**src/rtl/barrel_coord_requester.sv**
```systemverilog
// rtl/barrel_coord_requester.sv - barrel-correction source-coordinate requester with AXI-Stream pixel output
// Optional BARREL_CLAMP_EN: saturate Math_X to [0, width-1] instead of wrapping modulo 4096.
module barrel_coord_requester #(
    parameter int width       = 1080,
    parameter int height      = 960,
    parameter int mem_latency = 2
) (
    input  logic        clk,
    input  logic        reset,
    input  logic        start,
    output logic        busy,
    output logic        done,
    input  logic [9:0]  Row_Gain,
    output logic [11:0] Math_X,
    output logic [11:0] Math_Y,
    input  logic        Math_Ready,
    input  logic [15:0] Mem_Data,
    output logic        Mem_Ready,
    output logic [15:0] AXIS_Out_Data,
    output logic        AXIS_Out_Valid,
    output logic        AXIS_Out_Last,
    output logic        AXIS_Out_User,
    input  logic        AXIS_Out_Ready
);
    typedef enum logic [1:0] {IDLE, RUN, DRAIN} state_t;

    localparam int          CENTER = width / 2;
    localparam logic [11:0] X_LAST = 12'(width - 1);
    localparam logic [11:0] Y_LAST = 12'(height - 1);

    state_t state_q, state_d;
    logic [11:0] out_x_q, out_x_d, out_y_q, out_y_d;
    logic [9:0]  gain_q, gain_d;
    logic [11:0] math_x_q, math_x_d, math_y_q, math_y_d;
    // Tag bits: {valid, last, user}
    logic [2:0]  tag_q, tag_d;
    logic [mem_latency-1:0][2:0] pipe_q, pipe_d;
    logic [15:0] data_q, data_d;
    logic        valid_q, valid_d, last_q, last_d, user_q, user_d;
    logic        done_q, done_d;

    logic        advance, any_inflight, final_hs;
    logic [9:0]  gain_eff;
    logic signed [23:0] diff, prod, mapped;
    logic [11:0] x_calc;

    assign advance   = AXIS_Out_Ready | ~valid_q;
    assign Mem_Ready = advance;
    assign busy      = (state_q != IDLE);
    assign done      = done_q;
    assign Math_X    = math_x_q;
    assign Math_Y    = math_y_q;
    assign AXIS_Out_Data  = data_q;
    assign AXIS_Out_Valid = valid_q;
    assign AXIS_Out_Last  = last_q;
    assign AXIS_Out_User  = user_q;

    // The first pixel of a row uses the live gain; it is latched for the rest of the row.
    always_comb begin
        gain_eff = (out_x_q == 12'd0) ? Row_Gain : gain_q;
        diff     = $signed({12'd0, out_x_q}) - $signed(24'(CENTER));
        prod     = diff * $signed({14'd0, gain_eff});
        mapped   = (prod >>> 8) + $signed(24'(CENTER));
    end

`ifdef BARREL_CLAMP_EN
    always_comb begin
        if (mapped < 0)
            x_calc = 12'd0;
        else if (mapped > $signed(24'(width - 1)))
            x_calc = X_LAST;
        else
            x_calc = mapped[11:0];
    end
`else
    logic unused_mapped_hi;
    assign unused_mapped_hi = ^mapped[23:12];
    assign x_calc = mapped[11:0];
`endif

    always_comb begin
        any_inflight = tag_q[2];
        for (int i = 0; i < mem_latency; i++)
            any_inflight = any_inflight | pipe_q[i][2];
    end

    assign final_hs = valid_q & AXIS_Out_Ready & last_q & ~user_q & ~any_inflight;

    always_comb begin
        state_d  = state_q;
        out_x_d  = out_x_q;
        out_y_d  = out_y_q;
        gain_d   = gain_q;
        math_x_d = math_x_q;
        math_y_d = math_y_q;
        tag_d    = tag_q;
        pipe_d   = pipe_q;
        data_d   = data_q;
        valid_d  = valid_q;
        last_d   = last_q;
        user_d   = user_q;
        done_d   = 1'b0;

        // Tag pipeline and output register move together with the memory pipeline.
        if (advance) begin
            tag_d     = 3'b000;
            pipe_d[0] = tag_q;
            for (int i = 1; i < mem_latency; i++)
                pipe_d[i] = pipe_q[i-1];
            data_d  = Mem_Data;
            valid_d = pipe_q[mem_latency-1][2];
            last_d  = pipe_q[mem_latency-1][1];
            user_d  = pipe_q[mem_latency-1][0];
        end

        case (state_q)
            IDLE: begin
                if (start) begin
                    state_d = RUN;
                    out_x_d = 12'd0;
                    out_y_d = 12'd0;
                end
            end
            RUN: begin
                if (advance && Math_Ready) begin
                    tag_d    = {1'b1, out_x_q == X_LAST, (out_x_q == 12'd0) && (out_y_q == 12'd0)};
                    math_x_d = x_calc;
                    math_y_d = out_y_q;
                    gain_d   = gain_eff;
                    if (out_x_q == X_LAST) begin
                        out_x_d = 12'd0;
                        if (out_y_q == Y_LAST) begin
                            out_y_d = 12'd0;
                            state_d = DRAIN;
                        end else begin
                            out_y_d = out_y_q + 12'd1;
                        end
                    end else begin
                        out_x_d = out_x_q + 12'd1;
                    end
                end
            end
            DRAIN: begin
                if (final_hs) begin
                    state_d = IDLE;
                    done_d  = 1'b1;
                end
            end
            default: state_d = IDLE;
        endcase
    end

    always_ff @(posedge clk) begin
        if (reset) begin
            state_q  <= IDLE;
            out_x_q  <= 12'd0;
            out_y_q  <= 12'd0;
            gain_q   <= 10'd0;
            math_x_q <= 12'd0;
            math_y_q <= 12'd0;
            tag_q    <= 3'b000;
            pipe_q   <= '0;
            data_q   <= 16'd0;
            valid_q  <= 1'b0;
            last_q   <= 1'b0;
            user_q   <= 1'b0;
            done_q   <= 1'b0;
        end else begin
            state_q  <= state_d;
            out_x_q  <= out_x_d;
            out_y_q  <= out_y_d;
            gain_q   <= gain_d;
            math_x_q <= math_x_d;
            math_y_q <= math_y_d;
            tag_q    <= tag_d;
            pipe_q   <= pipe_d;
            data_q   <= data_d;
            valid_q  <= valid_d;
            last_q   <= last_d;
            user_q   <= user_d;
            done_q   <= done_d;
        end
    end
endmodule

```
**config.mk**
```make
export PLATFORM = sky130hd
export DESIGN_NAME = barrel_coord_requester
export DESIGN_NICKNAME = d
export VERILOG_FILES = /design/src/rtl/barrel_coord_requester.sv
export SDC_FILE = /design/constraint.sdc
export NUM_CORES = 1
export LEC_CHECK = 0
export CAP_MARGIN = 20
export CORE_MARGIN = 2
export CORE_UTILIZATION = 30
export DETAILED_ROUTE_END_ITERATION = 16
export PLACE_DENSITY = 0.51
export SYNTH_ARGS = -nofsm -noshare
export SYNTH_HDL_FRONTEND = slang
export SYNTH_SLANG_ARGS = --single-unit
```
**constraint.sdc**
```tcl
create_clock -name clk -period 10.1 [get_ports clk]
set_input_delay 3.03 -clock clk [delete_from_list [all_inputs] [get_ports clk]]
set_output_delay 3.03 -clock clk [all_outputs]
set_load 0.01 [all_outputs]
```
==> summary.md, run 1 <==
| Metric | Value |
|---|---|
| Post-route minimum period | `9.13 ns` |
| Cell row count | `60` |
| Worst reg2reg path startpoint | `out_x_q[2]$_SDFFE_PP0P_` |
| Nets | `1,248` |
| Number of setup violations in the final report | `0` |
| Die W | `170 um` |
| Pre-CTS WS | `0.620 ns` |
| Sequential element share of the synthesized area | `21.5%` |
| Post-synthesis instance total | `1,005` |
| Cell variety after synth | `62` |
| DRT Pass-1 Iters | `5` |
| Total grt overflow | `0` |
| H-tree depth | `3` |
| Fmax achieved | `0.110 GHz` |
| Hold Vio Cnt, Final | `0` |
| Count leader, synth | `nand2_1` |
| Final HPWL DP | `17.3 mm` |
| Status | `finished clean` |
| Clock Pin Slew Worst Setup and Hold Paths | `0.06 ns` |
| Clock root buffer | `clkbuf_16` |
| Syn Std Cell Area | `0.00831 mm2` |
| Vias in the first global route | `6,805` |
| Max-slew violations | `0` |
| Drt first-iter violations | `366` |
| Worst path most repeated cell | `fa_1` |
| Ys Warns | `0` |
| Layout cells sized above 1 | `4.94%` |
| Global-route wire length before repair | `36.7 mm` |
| CP max stage cell | `fa_1` |
| Initial antenna violation count | `0` |
| WP data required | `10.37 ns` |
| Sink Count | `89` |
| Actual slew at the worst max-slew pin | `1.08 ns` |
| Fill cell count | `2,858` |
| Final worst slack | `0.972 ns` |
| Antenna Diode Count | `0` |
| Largest area contributor in the netlist | `fa_1` |
| Cells on Worst Hold Path | `2` |
| Post_cts resized | `0` |
| Number of routed nets with antenna violations | `0` |
| Worst Path Max Fanout | `10` |
| Layout Area Growth over Synthesis | `18.0%` |
| Reg2Reg Depth | `26` |
| Hold Crit Endpoint | `Math_X[5]$_SDFFE_PP0P_` |
| Skew final | `0.0114 ns` |
| CTS Buffer Depth | `2` |
| Setup TNS Final | `0 ns` |
| RSZ-0062 raised after global routing | `no` |
| Vias | `6,621` |
| Post-synth top cells | `nand2_1, inv_1, nor2_1, fa_1, dfxtp_1` |
| Clock Latency Late Sink | `0.35 ns` |
| WP data arrival | `9.40 ns` |
| Ys async rst share | `0%` |
| TritonCTS buffer count | `9` |
| Ports | `77` |
| RR Endpoint | `Math_X[11]$_SDFFE_PP0P_` |
| Reg2Reg Setup Slack | `1.80 ns` |
| Vias/cell | `4.59` |
| GRT Resource Usage Total | `16.0%` |
| Seq cells post-synth | `89` |
| GPL Wtd Cong | `0.903` |
| Initial Util | `30.6%` |
| Avg Inst Size Synth | `8.26 um2` |
| Largest cells by area after synthesis | `fa_1, dfxtp_1, nand2_1` |
| # hold bufs at CTS | `0` |
| Synth Flop Type | `dfxtp_1` |
| Setup Fix Bufs, Post-CTS | `0` |
| Drt total wl | `22.0 mm` |
| Setup crit end kind | `register` |
| Synth top area share | `23.9%` |
| CTS tree | `done` |
| Largest net degree at the start of global routing | `70` |
| Core area | `0.0271 mm2` |
| Max Cap Viol | `0` |
| Crit share post-route | `90.4%` |
| Nature of the critical path startpoint | `input pin` |
| Syn nets | `1,186` |
| Critical path class | `in2reg` |
| Max incr delay on CP | `0.55 ns` |
| DIE HEIGHT | `170 um` |
| Drt wl/cell | `15.3 um` |
| DRC | `0` |
| HP Class | `reg2reg` |
| Hold path startpoint | `Math_X[5]$_SDFFE_PP0P_` |
| Relative slew slack | `26.4%` |
| PortBufs | `76` |
| Full die area | `0.0290 mm2` |
| Post-synth EDFFs | `0` |
| Crit-path cells | `clkdlybuf4s50_1 > mux2_2 > nand2_1 > fa_1 > inv_1 > fa_1 > fa_1 > fa_1 > inv_1 > fa_1 > inv_1 > ha_1 > a21o_1 > o21bai_1 > a21oi_1 > xnor2_1 > and3_1 > o311ai_0 > a2111oi_4 > mux2i_1 > nor3_1 > nand3b_1 > a21oi_1` |
[critical path: cells and delay by family]
family,cells,cell delay [ns]
AO/OA/AOI/OAI,6,1.41
XOR/XNOR,1,0.17
adder cells (fa/ha/maj),6,3.03
buffers and inverters,4,0.62
multiplexers,2,0.58
AND/OR/NAND/NOR,4,0.55
[final cells by class]
type	instances	area [um2]	area share [%]
clock buffer	10	239	2.44
multi-input combinational	724	5800	59.1
inverter	152	571	5.82
timing repair buffer	91	876	8.94
sequential	89	1780	18.2
tap	372	465	4.75
clock inverter	6	72.6	0.740
[cells in the final DEF, fill, tap and decap left out, types with 3 or more instances in the layout]
| cell type | instances |
|---|---|
| nand2_1 | 174 |
| inv_1 | 149 |
| nor2_1 | 102 |
| fa_1 | 99 |
| dfxtp_1 | 89 |
| clkdlybuf4s50_1 | 75 |
| a21oi_1 | 66 |
| ha_1 | 51 |
| xnor2_1 | 41 |
| xor2_1 | 25 |
| nand3_1 | 18 |
| a211oi_1 | 14 |
| buf_4 | 14 |
| nand2b_1 | 12 |
| and2_1 | 11 |
| nor3_1 | 11 |
| o21ai_0 | 10 |
| clkbuf_16 | 9 |
| mux2i_1 | 8 |
| mux2_2 | 6 |
| nor2b_1 | 6 |
| or3_1 | 6 |
| nand4_1 | 5 |
| and3_1 | 5 |
| a31oi_1 | 3 |
| a21o_1 | 3 |
| a2111oi_0 | 3 |
| or4_1 | 3 |
| nand3b_1 | 3 |
| nor4b_1 | 3 |
| inv_6 | 3 |
[metal layers]
layer	part of all wire [%]	global-route usage (%)	up-vias
met5	0	0	-
met2	46	24.7	97
met1	50	23.6	3225
met4	1.4	3.60	0
li1	-	-	3282
met3	3.1	2.30	17
[cells by family (layout without fill, tap and decap cells)]
family | count (synthesis) | count (layout) | share of synthesized area (%)
and+or+nand+nor | 374 | 374 | 20.2
AOI/OAI and AO/OA | 119 | 119 | 9.13
buffers and inverters | 192 | 259 | 8.86
muxes | 15 | 15 | 1.90
DFF | 89 | 89 | 21.5
adders and majority gates | 150 | 150 | 31.5
xor gates and xnor gates | 66 | 66 | 6.96
[worst max-delay path by stage]
stage,start,to,slack [ns],depth (start not counted)
after floorplan,Row_Gain[4],Math_X[11]$_SDFFE_PP0P_,1.31,24
after global routing,Row_Gain[7],Math_X[11]$_SDFFE_PP0P_,0.53,23
after CTS,Row_Gain[6],Math_X[11]$_SDFFE_PP0P_,0.96,23
after global placement,Row_Gain[6],Math_X[11]$_SDFFE_PP0P_,0.70,23
final,Row_Gain[7],Math_X[11]$_SDFFE_PP0P_,0.97,23
after detailed placement,Row_Gain[4],Math_X[11]$_SDFFE_PP0P_,0.62,23
[sequential cells by signal, summed over array words and instances, names as in the netlist, named ones only]
name            cells
AXIS_Out_Data      16
Math_X             12
Math_Y             12
out_x_q            12
out_y_q            12
gain_q             10
pipe_q              6
state_q             2
tag_q               2
AXIS_Out_Last       1
AXIS_Out_User       1
AXIS_Out_Valid      1
done                1
[through the flow]
stage          util (%)  cells  hold WS [ns]  instance area (um2)
2_1_floorplan         -   1005         0.432                 8310
3_3_place_gp       35.0   1427         0.438                 9470
3_5_place_dp       35.0   1427         0.445                 9470
4_1_cts            36.1   1443         0.453                 9790
5_1_grt            36.2   1444         0.469                 9800
6_report           36.2   1444         0.450                 9800
Power of run 1 is not shown: default switching activity piles up to over one toggle a cycle in this logic, so the estimate is an artifact.
==> run 2: changes to the inputs <==
Settings changed: HOLD_SLACK_MARGIN set to 0.12, PLACE_DENSITY 0.51 to 0.44.
==> summary.md, run 2 (synthesis results as in run 1) <==
| Metric | Value |
|---|---|
| RSZ-0062 raised after global routing | `no` |
| Fmax achieved | `0.108 GHz (-1.8%)` |
| Vias/cell | `4.58 (-0.21%)` |
| Critical path's top delay family | `adder cells` |
| WP data arrival | `9.58 ns (+0.18 ns)` |
| Clock Pin Slew Worst Setup and Hold Paths | `0.07 ns (about the same)` |
| Die W | `170 um (unchanged)` |
| Initial antenna violation count | `1 (+1)` |
| DRT Pass-1 Iters | `5 (unchanged)` |
| CTS Buffer Depth | `2 (unchanged)` |
| CP Buf/Inv Count | `5 (+1)` |
| DIE HEIGHT | `170 um (unchanged)` |
| Post-route minimum period | `9.30 ns (+0.169 ns)` |
| Number of routed nets with antenna violations | `0 (unchanged)` |
| Skew final | `0.0128 ns (+0.00146 ns)` |
| RR Endpoint | `Math_X[11]$_SDFFE_PP0P_` |
| Post_cts resized | `0 (unchanged)` |
| Number of setup violations in the final report | `0 (unchanged)` |
| Layout Area Growth over Synthesis | `17.7%` |
| Drt wl/cell | `15.8 um (+3.4%)` |
| Clock root buffer | `clkbuf_16` |
| Nets | `1,248 (unchanged)` |
| Actual slew at the worst max-slew pin | `0.991 ns (-0.0863 ns)` |
| Setup Fix Bufs, Post-CTS | `0 (unchanged)` |
| Full die area | `0.0290 mm2 (unchanged)` |
| GR met1 Demand/Resource | `24.9% (+1.3 points)` |
| Max-slew violations | `0 (unchanged)` |
| Reg2Reg Depth | `27 (+3.8%)` |
| Layout cells sized above 1 | `4.85% (-0.093 points)` |
| Setup crit end kind | `register` |
| Vias | `6,607 (-0.21%)` |
| Largest net degree at the start of global routing | `70 (unchanged)` |
| CTS tree | `done` |
| Status | `finished clean` |
| Worst path most repeated cell | `fa_1` |
| Worst Path Max Fanout | `9 (-1)` |
| TritonCTS buffer count | `9 (unchanged)` |
| PortBufs | `76 (unchanged)` |
| Drt first-iter violations | `308 (-16%)` |
| Ports | `77 (unchanged)` |
| Reg2Reg Setup Slack | `1.66 ns (-0.14 ns)` |
| Most common cell after layout, fill and taps aside | `nand2_1` |
| Vias in the first global route | `6,583 (-3.3%)` |
| Max reg flops | `16 (unchanged)` |
| GRT Resource Usage Total | `16.5% (+0.54 points)` |
| Global-route wire length before repair | `37.1 mm (+1.1%)` |
| Core area | `0.0271 mm2 (unchanged)` |
| DRC | `0 (unchanged)` |
| Max Cap Viol | `0 (unchanged)` |
| Drt total wl | `22.8 mm (+3.4%)` |
| Relative slew slack | `34.0% (+7.6 points)` |
| Setup TNS Final | `0 ns (unchanged)` |
| Total grt overflow | `0 (unchanged)` |
| H-tree depth | `3 (unchanged)` |
| Nature of the critical path startpoint | `input pin` |
| Crit path to | `Math_X[11]$_SDFFE_PP0P_` |
| Clock Latency Late Sink | `0.36 ns (about the same)` |
| Final HPWL DP | `18.3 mm (+6.0%)` |
| Crit share post-route | `92.0% (+1.7 points)` |
| Antenna Diode Count | `0 (unchanged)` |
| Most Used Layer, Global Route | `met2` |
| Hold Vio Cnt, Final | `0 (unchanged)` |
| Initial Util | `30.6% (unchanged)` |
| Crit-path cells | `clkdlybuf4s50_1 > mux2_2 > buf_4 > nand2_1 > fa_1 > inv_1 > fa_1 > inv_1 > fa_1 > fa_1 > fa_1 > inv_1 > ha_1 > a21oi_1 > o21bai_1 > a21oi_1 > xnor2_1 > and3_1 > o311ai_0 > a2111oi_4 > mux2i_1 > nor3_1 > nand3b_1 > a21oi_1` |
| GPL Wtd Cong | `0.820 (-9.2%)` |
| Critical path class | `in2reg` |
| HP Class | `reg2reg` |
| Crit. Startpoint | `Row_Gain[4]` |
| # hold bufs at CTS | `0 (unchanged)` |
| CP max stage cell | `fa_1` |
| Most frequent cells in the layout | `nand2_1, inv_1, nor2_1` |
| Max incr delay on CP | `0.57 ns (+0.02 ns)` |
| Crit path depth | `24 (+4.3%)` |
| Grt met2 use | `25.4% (+0.71 points)` |
| WP data required | `10.38 ns (about the same)` |
| Met3 GRT Util | `2.42% (+0.12 points)` |
| Worst reg2reg path startpoint | `out_x_q[2]$_SDFFE_PP0P_` |
| Sink Count | `89 (unchanged)` |
| Cell row count | `60 (unchanged)` |
-- run 2: how the worst min path moves through the flow --
| stage | startpoint | to | slack (ns) | cells past startpoint |
|---|---|---|---|---|
| after floorplan | pipe_q[0]$_SDFFE_PP0P_ | pipe_q[0]$_SDFFE_PP0P_ | 0.43 | 2 |
| after global placement | AXIS_Out_Data[11]$_SDFFE_PP0P_ | AXIS_Out_Data[11]$_SDFFE_PP0P_ | 0.44 | 2 |
| after detailed placement | pipe_q[3]$_SDFFE_PP0P_ | pipe_q[3]$_SDFFE_PP0P_ | 0.44 | 2 |
| after CTS | pipe_q[3]$_SDFFE_PP0P_ | pipe_q[3]$_SDFFE_PP0P_ | 0.45 | 2 |
| after global routing | AXIS_Out_Data[13]$_SDFFE_PP0P_ | AXIS_Out_Data[13]$_SDFFE_PP0P_ | 0.47 | 2 |
| final | pipe_q[3]$_SDFFE_PP0P_ | pipe_q[3]$_SDFFE_PP0P_ | 0.45 | 2 |
-- run 2: worst min-delay path, cell delays in order, from the launching register on --
cell	delay [ns]
dfxtp_1	0.31
nand2_1	0.05
a21oi_1	0.05
-- run 2: metrics by stage --
step	hold slack, ns	utilization, %	std cells	area (um2)	worst slack, ns
finish	0.452	36.1	1444	9770	0.803
detailed placement	0.444	35.0	1427	9470	0.456
floorplan	0.432	-	1005	8310	1.31
global route	0.467	36.1	1444	9770	0.399
global placement	0.438	35.0	1427	9470	0.474
CTS	0.455	36.0	1443	9760	0.795
-- run 2: area by class of cell --
class                           instances  area, um2
Fill cell                            2897      17300
Timing Repair Buffer                   91        873
Multi-Input combinational cell        724       5800
Tap cell                              372        465
Clock inverter                          6       47.5
Inverter                              152        571
Sequential cell                        89       1780
Clock buffer                           10        239
-- run 2: routing by layer --
layer / vias to the layer above / share of wire, %
li1: 3286 / -
met1: 3226 / 50
met3: 8 / 3.4
met5: - / 0
met2: 87 / 46
met4: 0 / 0.57
Power of run 2 is left out for the same reason.
